[src/rtl/ram_port_arbiter_pkg.sv]
// Shared types and the round-robin search helper for the RAM port arbiter.
package ram_arb_pkg;

    typedef enum logic [1:0] {
        IDLE  = 2'd0,
        GRANT = 2'd1,
        TURN  = 2'd2
    } arb_state_e;

    localparam int STAT_WIDTH = 16;
    localparam int MAX_PORTS  = 32;

    typedef struct packed {
        logic       found;
        logic [4:0] idx;
    } rr_pick_t;

    // Search starts one past the last owner and wraps, so the last owner is tried last.
    function automatic rr_pick_t rr_pick(input logic [MAX_PORTS-1:0] req,
                                         input int unsigned          last,
                                         input int unsigned          num);
        rr_pick_t    res;
        int unsigned cand;
        res = '0;
        for (int unsigned d = 1; d <= MAX_PORTS; d++) begin
            cand = (last + d) % num;
            if (d <= num && !res.found && req[5'(cand)]) begin
                res.found = 1'b1;
                res.idx   = 5'(cand);
            end
        end
        return res;
    endfunction

endpackage

[src/rtl/ram_port_arbiter_if.sv]
// Requester-side bus of the RAM port arbiter: request levels in, grant/select/status out.
interface ram_port_arbiter_if #(
    parameter int NUM_PORTS   = 6,
    parameter int SelectWidth = (NUM_PORTS > 1) ? $clog2(NUM_PORTS) : 1
) ();

    logic [NUM_PORTS-1:0]   req_i;
    logic [NUM_PORTS-1:0]   gnt_o;
    logic [SelectWidth-1:0] select_o;
    logic                   busy_o;
    logic                   timeout_o;

    modport master (
        output req_i,
        input  gnt_o, select_o, busy_o, timeout_o
    );

    modport slave (
        input  req_i,
        output gnt_o, select_o, busy_o, timeout_o
    );

endinterface

[src/rtl/ram_port_arbiter_rr_priority_pick.sv]
// Combinational rotate-and-find-first picker; reusable by any round-robin arbiter.
module rr_priority_pick
    import ram_arb_pkg::*;
#(
    parameter int NUM_PORTS = 6,
    parameter int SEL_W     = 3
) (
    input  logic [NUM_PORTS-1:0] req_i,
    input  logic [SEL_W-1:0]     last_i,
    output logic [SEL_W-1:0]     idx_o,
    output logic                 found_o
);

    rr_pick_t pick;

    always_comb begin
        pick    = rr_pick(MAX_PORTS'(req_i), 32'(last_i), NUM_PORTS);
        found_o = pick.found;
        idx_o   = SEL_W'(pick.idx);
    end

endmodule

[src/rtl/ram_port_arbiter.sv]
// Round-robin owner arbiter for a shared single-port RAM with hold limit and turnaround cycle.
// Optional per-port grant statistics are enabled by defining RAM_ARB_STATS_EN.
module ram_port_arbiter
    import ram_arb_pkg::*;
#(
    parameter int NUM_PORTS   = 6,
    parameter int SelectWidth = (NUM_PORTS > 1) ? $clog2(NUM_PORTS) : 1,
    parameter int MAX_HOLD    = 16,
    parameter int HoldWidth   = (MAX_HOLD > 0) ? $clog2(MAX_HOLD + 1) : 1
) (
    input  logic                clk_i,
    input  logic                reset_ni,
    ram_port_arbiter_if.slave   bus
`ifdef RAM_ARB_STATS_EN
    ,
    output logic [NUM_PORTS*STAT_WIDTH-1:0] grant_count_o
`endif
);

    localparam logic [HoldWidth-1:0]   HOLD_LAST  = (MAX_HOLD == 0) ? '0 : HoldWidth'(MAX_HOLD - 1);
    localparam logic [SelectWidth-1:0] LAST_RESET = SelectWidth'(NUM_PORTS - 1);

    arb_state_e             state_q, state_d;
    logic [NUM_PORTS-1:0]   gnt_q, gnt_d;
    logic [SelectWidth-1:0] sel_q, sel_d;
    logic [SelectWidth-1:0] last_q, last_d;
    logic [HoldWidth-1:0]   hold_q, hold_d;
    logic                   tmo_q, tmo_d;

    logic [SelectWidth-1:0] pick_idx;
    logic                   pick_found;
    logic                   owner_req;
    logic                   grant_entry;

    rr_priority_pick #(
        .NUM_PORTS (NUM_PORTS),
        .SEL_W     (SelectWidth)
    ) u_pick (
        .req_i   (bus.req_i),
        .last_i  (last_q),
        .idx_o   (pick_idx),
        .found_o (pick_found)
    );

    always_ff @(posedge clk_i or negedge reset_ni) begin
        if (!reset_ni) begin
            state_q <= IDLE;
            gnt_q   <= '0;
            sel_q   <= '0;
            last_q  <= LAST_RESET;
            hold_q  <= '0;
            tmo_q   <= 1'b0;
        end else begin
            state_q <= state_d;
            gnt_q   <= gnt_d;
            sel_q   <= sel_d;
            last_q  <= last_d;
            hold_q  <= hold_d;
            tmo_q   <= tmo_d;
        end
    end

    always_comb begin
        state_d     = state_q;
        gnt_d       = gnt_q;
        sel_d       = sel_q;
        last_d      = last_q;
        hold_d      = hold_q;
        tmo_d       = 1'b0;
        grant_entry = 1'b0;
        owner_req   = bus.req_i[sel_q];

        case (state_q)
            IDLE, TURN: begin
                // Arbitration from TURN sees last_q already pointing at the previous owner.
                if (pick_found) begin
                    state_d     = GRANT;
                    gnt_d       = NUM_PORTS'(1) << pick_idx;
                    sel_d       = pick_idx;
                    hold_d      = '0;
                    grant_entry = 1'b1;
                end else begin
                    state_d = IDLE;
                    gnt_d   = '0;
                end
            end
            GRANT: begin
                hold_d = hold_q + 1'b1;
                if (!owner_req) begin
                    state_d = TURN;
                    gnt_d   = '0;
                    last_d  = sel_q;
                end else if (MAX_HOLD != 0 && hold_q == HOLD_LAST) begin
                    state_d = TURN;
                    gnt_d   = '0;
                    last_d  = sel_q;
                    tmo_d   = 1'b1;
                end
            end
            default: begin
                state_d = IDLE;
                gnt_d   = '0;
            end
        endcase
    end

    assign bus.gnt_o     = gnt_q;
    assign bus.select_o  = sel_q;
    assign bus.busy_o    = (state_q != IDLE);
    assign bus.timeout_o = tmo_q;

`ifdef RAM_ARB_STATS_EN
    logic [NUM_PORTS*STAT_WIDTH-1:0] stat_q;

    // Saturating per-port count of ownership starts; cleared only by reset.
    always_ff @(posedge clk_i or negedge reset_ni) begin
        if (!reset_ni) begin
            stat_q <= '0;
        end else if (grant_entry) begin
            for (int p = 0; p < NUM_PORTS; p++) begin
                if (SelectWidth'(p) == pick_idx &&
                    stat_q[p*STAT_WIDTH +: STAT_WIDTH] != {STAT_WIDTH{1'b1}}) begin
                    stat_q[p*STAT_WIDTH +: STAT_WIDTH] <=
                        stat_q[p*STAT_WIDTH +: STAT_WIDTH] + STAT_WIDTH'(1);
                end
            end
        end
    end

    assign grant_count_o = stat_q;
`endif

endmodule

[src/flat_wrapper.sv]
// flat-port wrapper written by rule: the top's interface ports become plain ports
module ram_port_arbiter_flat import ram_arb_pkg::*;
#(
    parameter int NUM_PORTS   = 6,
    parameter int SelectWidth = (NUM_PORTS > 1) ? $clog2(NUM_PORTS) : 1,
    parameter int MAX_HOLD    = 16,
    parameter int HoldWidth   = (MAX_HOLD > 0) ? $clog2(MAX_HOLD + 1) : 1
)
  (clk_i, reset_ni, bus_req_i, bus_gnt_o, bus_select_o, bus_busy_o, bus_timeout_o);
  ram_port_arbiter_if #(.NUM_PORTS(NUM_PORTS), .SelectWidth(SelectWidth)) bus_i ();
  input  logic clk_i;
  input  logic reset_ni;
  input wire logic [$bits(bus_i.req_i)-1:0] bus_req_i;
  output wire logic [$bits(bus_i.gnt_o)-1:0] bus_gnt_o;
  output wire logic [$bits(bus_i.select_o)-1:0] bus_select_o;
  output wire logic [$bits(bus_i.busy_o)-1:0] bus_busy_o;
  output wire logic [$bits(bus_i.timeout_o)-1:0] bus_timeout_o;
  assign bus_i.req_i = bus_req_i;
  assign bus_gnt_o = bus_i.gnt_o;
  assign bus_select_o = bus_i.select_o;
  assign bus_busy_o = bus_i.busy_o;
  assign bus_timeout_o = bus_i.timeout_o;
  ram_port_arbiter #(.NUM_PORTS(NUM_PORTS), .SelectWidth(SelectWidth), .MAX_HOLD(MAX_HOLD), .HoldWidth(HoldWidth)) u_core (.clk_i(clk_i), .reset_ni(reset_ni), .bus(bus_i));
endmodule
[config.mk]
export PLATFORM = sky130hd
export DESIGN_NAME = ram_port_arbiter_flat
export DESIGN_NICKNAME = d
export VERILOG_FILES = /design/src/rtl/ram_port_arbiter_pkg.sv /design/src/rtl/ram_port_arbiter_if.sv /design/src/rtl/ram_port_arbiter_rr_priority_pick.sv /design/src/rtl/ram_port_arbiter.sv /design/src/flat_wrapper.sv
export SDC_FILE = /design/constraint.sdc
export NUM_CORES = 1
export LEC_CHECK = 0
export ABC_AREA = 1
export BUFFER_PORTS_ARGS = -buffer_cell sky130_fd_sc_hd__buf_4
export CORE_MARGIN = 8
export CORE_UTILIZATION = 45
export CTS_CLUSTER_DIAMETER = 50
export DETAILED_ROUTE_END_ITERATION = 12
export HOLD_SLACK_MARGIN = 0.06
export SYNTH_ARGS = -nofsm -noshare
export SYNTH_HDL_FRONTEND = slang
export SYNTH_SLANG_ARGS = --single-unit
[constraint.sdc]
create_clock -name clk_i -period 3.7 [get_ports clk_i]
set_input_delay 0.37 -clock clk_i [delete_from_list [all_inputs] [get_ports clk_i]]
set_output_delay 0.37 -clock clk_i [all_outputs]
set_load 0.02 [all_outputs]
Word level (Yosys, flattened, before mapping)
Cells that the tools add are included.
Widths: inputs -> output; s select.
{"block": "op_classes", "mux": 35, "reduce_logical": 17, "addsub": 7, "shift": 1, "n_div": 6, "magnitude_cmp": 7, "eq_ne": 6}
{"operator": "$mod 32x3->32 const B", "n": 6}
{"operator": "$mux 6", "n": 9}
{"operator": "$lt 5x6->1 const B", "n": 6}
{"operator": "$bmux 1 s5", "n": 6}
{"operator": "$add 3x3->4 const B", "n": 3}
{"operator": "$pmux 6 s2", "n": 1}
{"operator": "$mux 1", "n": 11}
{"operator": "$pmux 5 s2", "n": 1}
{"operator": "$add 3x2->4 const B", "n": 2}
{"operator": "$mux 3", "n": 2}
{"operator": "$reduce_and 2->1", "n": 3}
{"operator": "$shl 1x3->6 const A", "n": 1}
{"operator": "$add 5x1->5 const B", "n": 1}
{"operator": "$eq 5x4->1 const B", "n": 1}
{"operator": "$logic_and 1x1->1", "n": 5}
{"operator": "$logic_not 1->1", "n": 5}
{"operator": "$mux 5", "n": 1}
{"operator": "$add 3x1->4 const B", "n": 1}
{"operator": "$lt 3x4->1 const B", "n": 1}
{"operator": "$mux 2", "n": 2}
{"operator": "$ne 2x2->1 const B", "n": 2}
{"operator": "$pmux 2 s2", "n": 1}
{"operator": "$reduce_bool 2->1", "n": 2}
{"operator": "$bmux 1 s3", "n": 1}
{"operator": "other kinds (5)", "n": 5}
{"block": "word_totals", "output_inout_bits": 11, "regBits": 20, "elab_cells": 85}

Logic depth before layout (Yosys ltp)
Gate-level depths: netlist of run 1.
{"block": "logic_depth", "depth_word": 23, "mapped_depth": 27, "mapped_depth_nobuf": 26}

Hierarchy
A second synthesis of run 1 with hierarchy kept.
{"block": "hier_totals", "cells_unflattened": 359, "hier_area_um2": 2264.7}
{"module": "rr_priority_pick", "n_inst": 1, "area_each_um2": 1322.5, "cells_each": 248}
{"module": "ram_port_arbiter", "n_inst": 1, "area_each_um2": 942.2, "cells_each": 111}

Least setup slack after synthesis of run 1
OpenSTA, ideal clock, no wires.
{"block": "synth_path", "kind": "register to register", "startpoint": "register u_core.last_q[0]", "endpoint": "register u_core.state_q[0]", "path_stages_with_launch": 22, "t_arrival_ns": 2.766, "setup_time_ns": 0.124, "path_slack_ns": 0.810, "cell_sequence": "dfstp_2 inv_1 buf_6 ha_1 nand2_1 nand2_4 ha_1 inv_1 nand2_2 nand2_2 nand2_2 nor2_2 nand2_1 nand2_1 inv_1 nand2_2 nand2_4 nand2_4 nand4_4 o21ai_4 inv_2 or2_1"}
{"block": "synth_via", "elab_chain_cells": 22}
{"element": "start: declaration", "line": "ram_port_arbiter.sv:26", "text": "logic [SelectWidth-1:0] last_q, last_d;"}
{"element": "start signal: assignment", "line": "ram_port_arbiter.sv:57", "text": "last_q <= last_d;"}
{"element": "$add 3x1->4", "line": "ram_port_arbiter_pkg.sv:26", "text": "cand = (last + d) % num;"}
{"element": "$mod 32x3->32", "line": "ram_port_arbiter_pkg.sv:26"}
{"element": "$bmux 1 s5", "line": "ram_port_arbiter_pkg.sv:27", "text": "if (d <= num && !res.found && req[5'(cand)]) begin"}
{"element": "$mux 1 (not written as such)", "line": "ram_port_arbiter_pkg.sv:27"}
{"element": "$mux 6", "line": "ram_port_arbiter_pkg.sv:27"}
{"element": "$logic_not 1->1", "line": "ram_port_arbiter_pkg.sv:27"}
{"element": "$logic_and 1x1->1", "line": "ram_port_arbiter_pkg.sv:27"}
{"element": "$mux 6", "line": "ram_port_arbiter_pkg.sv:27"}
{"element": "(+6 left out)"}
{"element": "$logic_not 1->1", "line": "ram_port_arbiter_pkg.sv:27"}
{"element": "$logic_and 1x1->1", "line": "ram_port_arbiter_pkg.sv:27"}
{"element": "$mux 6", "line": "ram_port_arbiter_pkg.sv:27"}
{"element": "$logic_not 1->1", "line": "ram_port_arbiter_pkg.sv:27"}
{"element": "$logic_and 1x1->1", "line": "ram_port_arbiter_pkg.sv:27"}
{"element": "$mux 6 (*)", "line": "ram_port_arbiter_pkg.sv:27"}
{"element": "$mux 1 (*)", "line": "ram_port_arbiter.sv:76", "text": "if (pick_found) begin"}
{"element": "$pmux 2 s2 (*)", "line": "ram_port_arbiter.sv:73", "text": "case (state_q)"}
{"element": "end signal: assignment", "line": "ram_port_arbiter.sv:54", "text": "state_q <= state_d;"}
{"element": "end: declaration", "line": "ram_port_arbiter.sv:23", "text": "arb_state_e state_q, state_d;"}
Mark *: on every way between the ends. The rest lies on a longest branch, timed or not. The select of a mux whose other input is x is not followed.
A chain may end at the register's enable or synchronous reset.

Final worst setup path of run 1
{"block": "layout_path", "startpoint": "register u_core.last_q[2]", "endpoint": "register u_core.gnt_q[5] (netlist: u_core.bus.gnt_o[5])"}
{"block": "layout_via", "elab_chain_cells": 23}
{"element": "$add 3x1->4", "line": "ram_port_arbiter_pkg.sv:26"}
{"element": "$mod 32x3->32", "line": "ram_port_arbiter_pkg.sv:26"}
{"element": "$bmux 1 s5", "line": "ram_port_arbiter_pkg.sv:27"}
{"element": "$mux 1 (not written as such)", "line": "ram_port_arbiter_pkg.sv:27"}
{"element": "$mux 6", "line": "ram_port_arbiter_pkg.sv:27"}
{"element": "$logic_not 1->1", "line": "ram_port_arbiter_pkg.sv:27"}
{"element": "$logic_and 1x1->1", "line": "ram_port_arbiter_pkg.sv:27"}
{"element": "$mux 6", "line": "ram_port_arbiter_pkg.sv:27"}
{"element": "(+7 left out)"}
{"element": "$logic_and 1x1->1", "line": "ram_port_arbiter_pkg.sv:27"}
{"element": "$mux 6", "line": "ram_port_arbiter_pkg.sv:27"}
{"element": "$logic_not 1->1", "line": "ram_port_arbiter_pkg.sv:27"}
{"element": "$logic_and 1x1->1", "line": "ram_port_arbiter_pkg.sv:27"}
{"element": "$mux 6 (*)", "line": "ram_port_arbiter_pkg.sv:27"}
{"element": "$shl 1x3->6", "line": "ram_port_arbiter.sv:78", "text": "gnt_d = NUM_PORTS'(1) << pick_idx;"}
{"element": "$mux 6 (*)", "line": "ram_port_arbiter.sv:76"}
{"element": "$pmux 6 s2 (*)", "line": "ram_port_arbiter.sv:73"}
{"element": "end signal: assignment", "line": "ram_port_arbiter.sv:55", "text": "gnt_q <= gnt_d;"}
{"element": "end: declaration", "line": "ram_port_arbiter.sv:24", "text": "logic [NUM_PORTS-1:0] gnt_q, gnt_d;"}
Marks and branches as above.

==> results.md, run 1 <==
* Count of final setup violators at 0
* Worst-path clk slew at 70 ps
* Cells after synthesis at 345
* Grt met3 use at 2.36%
* Remaining Overflow, GRT at 0
* Worst-path fanout max at 10
* GR peak layer: met2
* Core Area at 4790 um2
* Initial core utilization at 47.0%
* Worst Tran Pin Value at 633 ps
* Avg Cell Area, Syn at 6.51 um2
* Slew Limit Fails at 0
* Yosys warnings at 0
* WP data arrival at 3460 ps
* Synth Cell Area at 2250 um2
* Antenna-violating nets left at 0
* TritonRoute pass-1 iters at 4
* Critical path data required time at 3900 ps
* Met2 Track Usage GR at 23.6%
* Vias in the first global route at 1,980
* H-tree Lvls at 1
* RSZ-0062 raised after global routing: no
* Clock Tree Root: clkbuf_8
* Via count at 2,127
* Crit Path Class: flip-flop to flip-flop
* IO buf count at 18
* Starting DRC count in detailed routing at 131
* Residual DRC at 0
* Largest net degree at the start of global routing at 21
* Vias/cell at 4.92
* Die width at 86.7 um
* Layout filler cell count at 499
* Chip Height at 86.7 um
* Register area at 507 um2
* Slew headroom at 57.4%
* Clk buf depth at 2
* Wirelength, routed at 5260 um
* #FFs+latches synth at 20
* Area Growth Syn to Fin at 11.2%
* Most frequent cells in the layout: 98 x nand2_1, 47 x inv_1, 36 x nand3_1
* Placed Instances at 427
* Clk_lat worst skew at 250 ps
* Post-DP HPWL at 4240 um
* Met1 Track Usage GR at 20.6%
* CTS tree: built
* Final worst-path cycle share at 88.3%
* Most common cell after layout, fill and taps aside: nand2_1
* Clock sinks at 20
* Fin nets at 396
* Non-filler cells, final at 432
* Diodes inserted at 0
* Post-synthesis cell type count at 34
* Share of post-route cells with drive strength above 1 at 16.7%
* Status: completed
* # Post-CTS Setup Buffers at 0
* Total GRT Usage at 14.8%
* IO Pins at 19
* Post-layout min period at 3270 ps
* HP Class: flip-flop to flip-flop
* Sequential share of the synthesized area at 22.4%
* Final Hold Fails at 0
* Multi-input gate area at 1510 um2
* Syn Nets at 375
* Startpoint Class: flip-flop
* Max-cap violations at 0
* Crit end category: flip-flop
* DIE AREA at 7510 um2
* Total CTS buffers at 3
* Initial antenna violation count at 0
* Global-route wire length before repair at 9160 um
* Routed len/inst at 12.2 um
* Fmax at 0.306 GHz
* Clock Skews at 2.42 ps
* Post-layout util at 52.2%
* GP Congestion at 0.905
* # rows at 25
* Setup TNS at 0 ps
-- through the flow --
stage	hold WS, ps	instance area [um2]	worst slack [ps]
4_1_cts	489	2490	322
5_1_grt	506	2500	65.4
3_3_place_gp	263	2440	303
3_5_place_dp	262	2440	343
2_1_floorplan	74.4	2250	810
6_report	481	2500	432
-- cell usage after synthesis --
cell | instances | area, um2
a2111oi_0 | 1 | 8.76
a21oi_1 | 13 | 65.1
a31oi_1 | 1 | 6.26
buf_2 | 1 | 5.00
buf_6 | 3 | 33.8
clkbuf_1 | 1 | 3.75
dfrtp_1 | 18 | 450
dfstp_2 | 2 | 52.6
ha_1 | 22 | 275
inv_1 | 47 | 176
inv_2 | 5 | 18.8
nand2_1 | 98 | 368
nand2_2 | 11 | 68.8
nand2_4 | 5 | 56.3
nand3_1 | 36 | 180
nand3_2 | 3 | 30.0
nand3b_1 | 2 | 15.0
nand4_1 | 9 | 56.3
nand4_4 | 1 | 21.3
nor2_1 | 25 | 93.8
nor2_2 | 3 | 18.8
nor2_4 | 1 | 11.3
nor3_1 | 4 | 20.0
nor3_2 | 1 | 10.0
o211ai_1 | 2 | 15.0
o21a_1 | 2 | 15.0
o21ai_0 | 15 | 75.1
o21ai_1 | 4 | 20.0
o21ai_2 | 3 | 26.3
o21ai_4 | 1 | 16.3
o22ai_1 | 2 | 12.5
or2_1 | 1 | 6.26
or2_2 | 1 | 6.26
xor2_1 | 1 | 8.76
-- state kept, by name, summed over array words and instances (netlist names) --
| name | flops |
|---|---|
| u_core.bus.select_o | 3 |
| u_core.state_q | 2 |
| u_core.bus.timeout_o | 1 |
| u_core.last_q | 3 |
| u_core.bus.gnt_o | 6 |
| u_core.hold_q | 5 |
-- cell type report --
type,instances,area share (%)
clock buffers,4,1.80
multi-input cells,268,60.4
inverters,52,7.81
well taps,67,3.35
flip-flops and latches,20,20.3
repair buffers,21,6.41
-- worst paths after layout --
kind	start	depth (start not counted)	to	slack, ps
max in group asynchronous	reset_ni	2	u_core.last_q[2]	2890
min in group asynchronous	reset_ni	2	u_core.bus.gnt_o[1]	540
hold reg to reg	u_core.bus.gnt_o[0]	2	u_core.bus.gnt_o[0]	480
setup reg to reg	u_core.last_q[2]	20	u_core.bus.gnt_o[5]	430
setup / recovery	u_core.last_q[2]	20	u_core.bus.gnt_o[5]	430
hold / removal	u_core.bus.gnt_o[0]	2	u_core.bus.gnt_o[0]	480
-- critical path, stage by stage (launching register included) --
cell and delay [ps]:
dfstp_2 610, inv_2 130, ha_1 280, nand2_1 130, nand2_2 80, ha_1 290
inv_1 50, nand3_1 80, nand2_1 200, nand3_2 160, nand2_1 110, nand3_1 80
nand2_1 110, inv_1 40, nand2_1 110, nand4_4 140, inv_1 120, nand3_1 90
a21oi_1 250, nand2_1 90, nand2_1 60
-- per-layer routing --
metal | part of all wire (%) | vias up
met5 | 0 | -
li1 | - | 1157
met1 | 55 | 941
met4 | 0.46 | 0
met3 | 2.9 | 2
met2 | 42 | 27
-- repair_timing --
action,in CTS,in global routing
resized for setup,0,2
hold buffers,1,0
setup endpoints to repair,0,3
hold endpoints to repair,18,0
-- cell families (layout without fill, tap and decap cells) --
group	Yosys count	count (layout)	synth area share (%)
xor+xnor	1	1	0.390
simple gates	201	201	42.8
flops	20	20	22.4
compound gates	44	44	11.6
fa+ha+maj	22	22	12.2
buf+inv	57	77	10.6
Power of run 1 is left out: the tool's default activity adds up to more than one toggle a clock period on the data nets, which glitch-free logic cannot reach.
==> run 2: changes to the inputs <==
- CORE_MARGIN: 8 -> not set
==> results.md, run 2 (synthesis results as in run 1) <==
* Status: completed
* Remaining Overflow, GRT at 0 (unchanged)
* Register area at 503 um2 (-0.74%)
* # rows at 25 (unchanged)
* Residual DRC at 0 (unchanged)
* Chip Height at 72.7 um (-16%)
* Worst hold slack at 486 ps (+4.72 ps)
* Crit end category: flip-flop
* Crit path cell chain: inv_2 -> ha_1 -> nand2_1 -> nand2_2 -> ha_1 -> inv_1 -> nand3_1 -> nand2_2 -> nand3_2 -> nand2_1 -> nand2_1 -> nand3_1 -> nand2_1 -> nand2_1 -> nand4_4 -> inv_1 -> nand3_1 -> nand2_1 -> nor2_1 -> nand2_1 -> nand2_1
* Most frequent cells in the layout: 97 x nand2_1, 47 x inv_1, 36 x nand3_1
* DIE AREA at 5280 um2 (-30%)
* Initial antenna violation count at 0 (unchanged)
* Slew headroom at 54.0% (-3.4 points)
* Die width at 72.7 um (-16%)
* Post-route cell area at 2540 um2 (+1.7%)
* Clock Tree Root: clkbuf_8
* CP most frequent cell: nand2_1
* Multi-input gate area at 1510 um2 (+0.25%)
* Share of post-route cells with drive strength above 1 at 17.7% (+1.0 points)
* IO Pins at 19 (unchanged)
* Hold path startpoint: u_core.bus.gnt_o[3]
* Flip-flop count of the largest register after layout at 6 (unchanged)
* RR Startpoint: u_core.last_q[2]
* CTS tree: built
* Startpoint Class: flip-flop
* Final worst-path cycle share at 89.9% (+1.6 points)
* Clock Skews at 2.12 ps (-0.303 ps)
* Clk buf depth at 2 (unchanged)
* Total CTS buffers at 3 (unchanged)
* Critical Path Slowest Stage Cell: dfstp_2
* Top delay family on crit path: simple AND/OR/NAND/NOR gates
* Hold depth at 2 (unchanged)
* Final Hold Fails at 0 (unchanged)
* Fin nets at 398 (+0.51%)
* Vias/cell at 5.10 (+3.6%)
* Post-layout util at 53.4% (+1.2 points)
* Area Growth Syn to Fin at 13.1%
* Fmax at 0.301 GHz (-1.8%)
* CP Buf/Inv Count at 3 (-1)
* GP Congestion at 0.941 (+3.9%)
* WP data arrival at 3480 ps (+20 ps)
* Worst r2r path cells at 21 (+5.0%)
* Wirelength, routed at 5540 um (+5.4%)
* Routed len/inst at 12.8 um (+4.9%)
* Slew Limit Fails at 0 (unchanged)
* Via count at 2,214 (+4.1%)
* Largest net degree at the start of global routing at 21 (unchanged)
* Most common cell after layout, fill and taps aside: nand2_1
* Core Area at 4750 um2 (-0.65%)
* Diodes inserted at 0 (unchanged)
* Max stage delay on crit path at 630 ps (+20 ps)
* Crit Path Class: flip-flop to flip-flop
* R2r setup slk at 370 ps (-60 ps)
* Clock sinks at 20 (unchanged)
* RSZ-0062 raised after global routing: no
* Post-DP HPWL at 4460 um (+5.1%)
* Worst Tran Pin Value at 683 ps (+50.0 ps)
* Initial core utilization at 47.3% (+0.31 points)
* Count of final setup violators at 0 (unchanged)
* H-tree Lvls at 1 (unchanged)
* # Post-CTS Setup Buffers at 0 (unchanged)
* Min-Delay Endpoint: u_core.bus.gnt_o[3]
* HP Class: flip-flop to flip-flop
* Total GRT Usage at 23.0% (+8.2 points)
* IO buf count at 18 (unchanged)
* Reg-to-Reg End: u_core.bus.gnt_o[5]
* Antenna-violating nets left at 0 (unchanged)
* Post-layout min period at 3330 ps (+58.9 ps)
* Global-route wire length before repair at 9520 um (+3.9%)
* Setup TNS at 0 ps (unchanged)
* Cell Area, Placed at 2450 um2 (+0.62%)
* Clk_lat worst skew at 260 ps (about the same)
* Layout filler cell count at 492 (-1.4%)
* Starting DRC count in detailed routing at 159 (+21%)
* Worst-path fanout max at 10 (unchanged)
* Vias in the first global route at 2,061 (+4.1%)
* Max-cap violations at 0 (unchanged)
* Critical path data required time at 3850 ps (-50 ps)
* TritonRoute pass-1 iters at 4 (unchanged)
* Worst-path clk slew at 80 ps (about the same)
## run 2: changes by cell type in the layout (fill, tap and decap cells not counted), sizes merged
cell	before	now
buf	20	22
bufinv	0	1
clkbuf	4	3
## run 2: how the worst max path moves through the flow
stage | from | endpoint | slack, ps | cells after the start
6_report | u_core.last_q[2] | u_core.bus.gnt_o[5] | 370 | 21
5_1_grt | u_core.last_q[2] | u_core.bus.gnt_o[5] | 40 | 21
4_1_cts | u_core.last_q[2] | u_core.state_q[0] | 380 | 18
3_5_place_dp | u_core.last_q[2] | u_core.state_q[0] | 400 | 18
3_3_place_gp | u_core.last_q[2] | u_core.state_q[0] | 420 | 18
2_1_floorplan | u_core.last_q[0] | u_core.state_q[0] | 810 | 21
## run 2: per-layer routing
metal / share of wire (%) / track usage, % / vias to the layer above
li1: - / - / 1159
met5: 0 / 0 / -
met1: 50 / 31.6 / 1010
met3: 2.8 / 3.45 / 8
met2: 45 / 37.0 / 37
met4: 1.9 / 7.41 / 0
## run 2: timing repair
action / in CTS / in global routing
endpoints found under the setup margin: 0 / 2
hold endpoints to repair: 18 / 0
resized for setup: 0 / 2
hold buffers: 1 / 0
## run 2: through the flow
step | std cells | setup slack [ps]
6_report | 434 | 373
4_1_cts | 434 | 379
2_1_floorplan | 345 | 810
3_5_place_dp | 429 | 400
5_1_grt | 434 | 41.1
3_3_place_gp | 429 | 416
## run 2: layout make-up
cell class,count,area share [%]
Multi-Input combinational cell,268,59.5
Sequential cell,20,19.8
Inverter,52,7.68
Timing Repair Buffer,23,6.89
Tap cell,67,3.30
Clock buffer,3,1.62
Clock inverter,1,1.18
## run 2: worst register-to-register path, delay by kind of cell, from the launching register on
| kind | cells | cell delay [ps] |
|---|---|---|
| and+or+nand+nor | 16 | 1660 |
| DFF | 1 | 630 |
| adders and majority gates | 2 | 600 |
| buffers and inverters | 3 | 310 |
Power of run 2 is left out for the same reason.
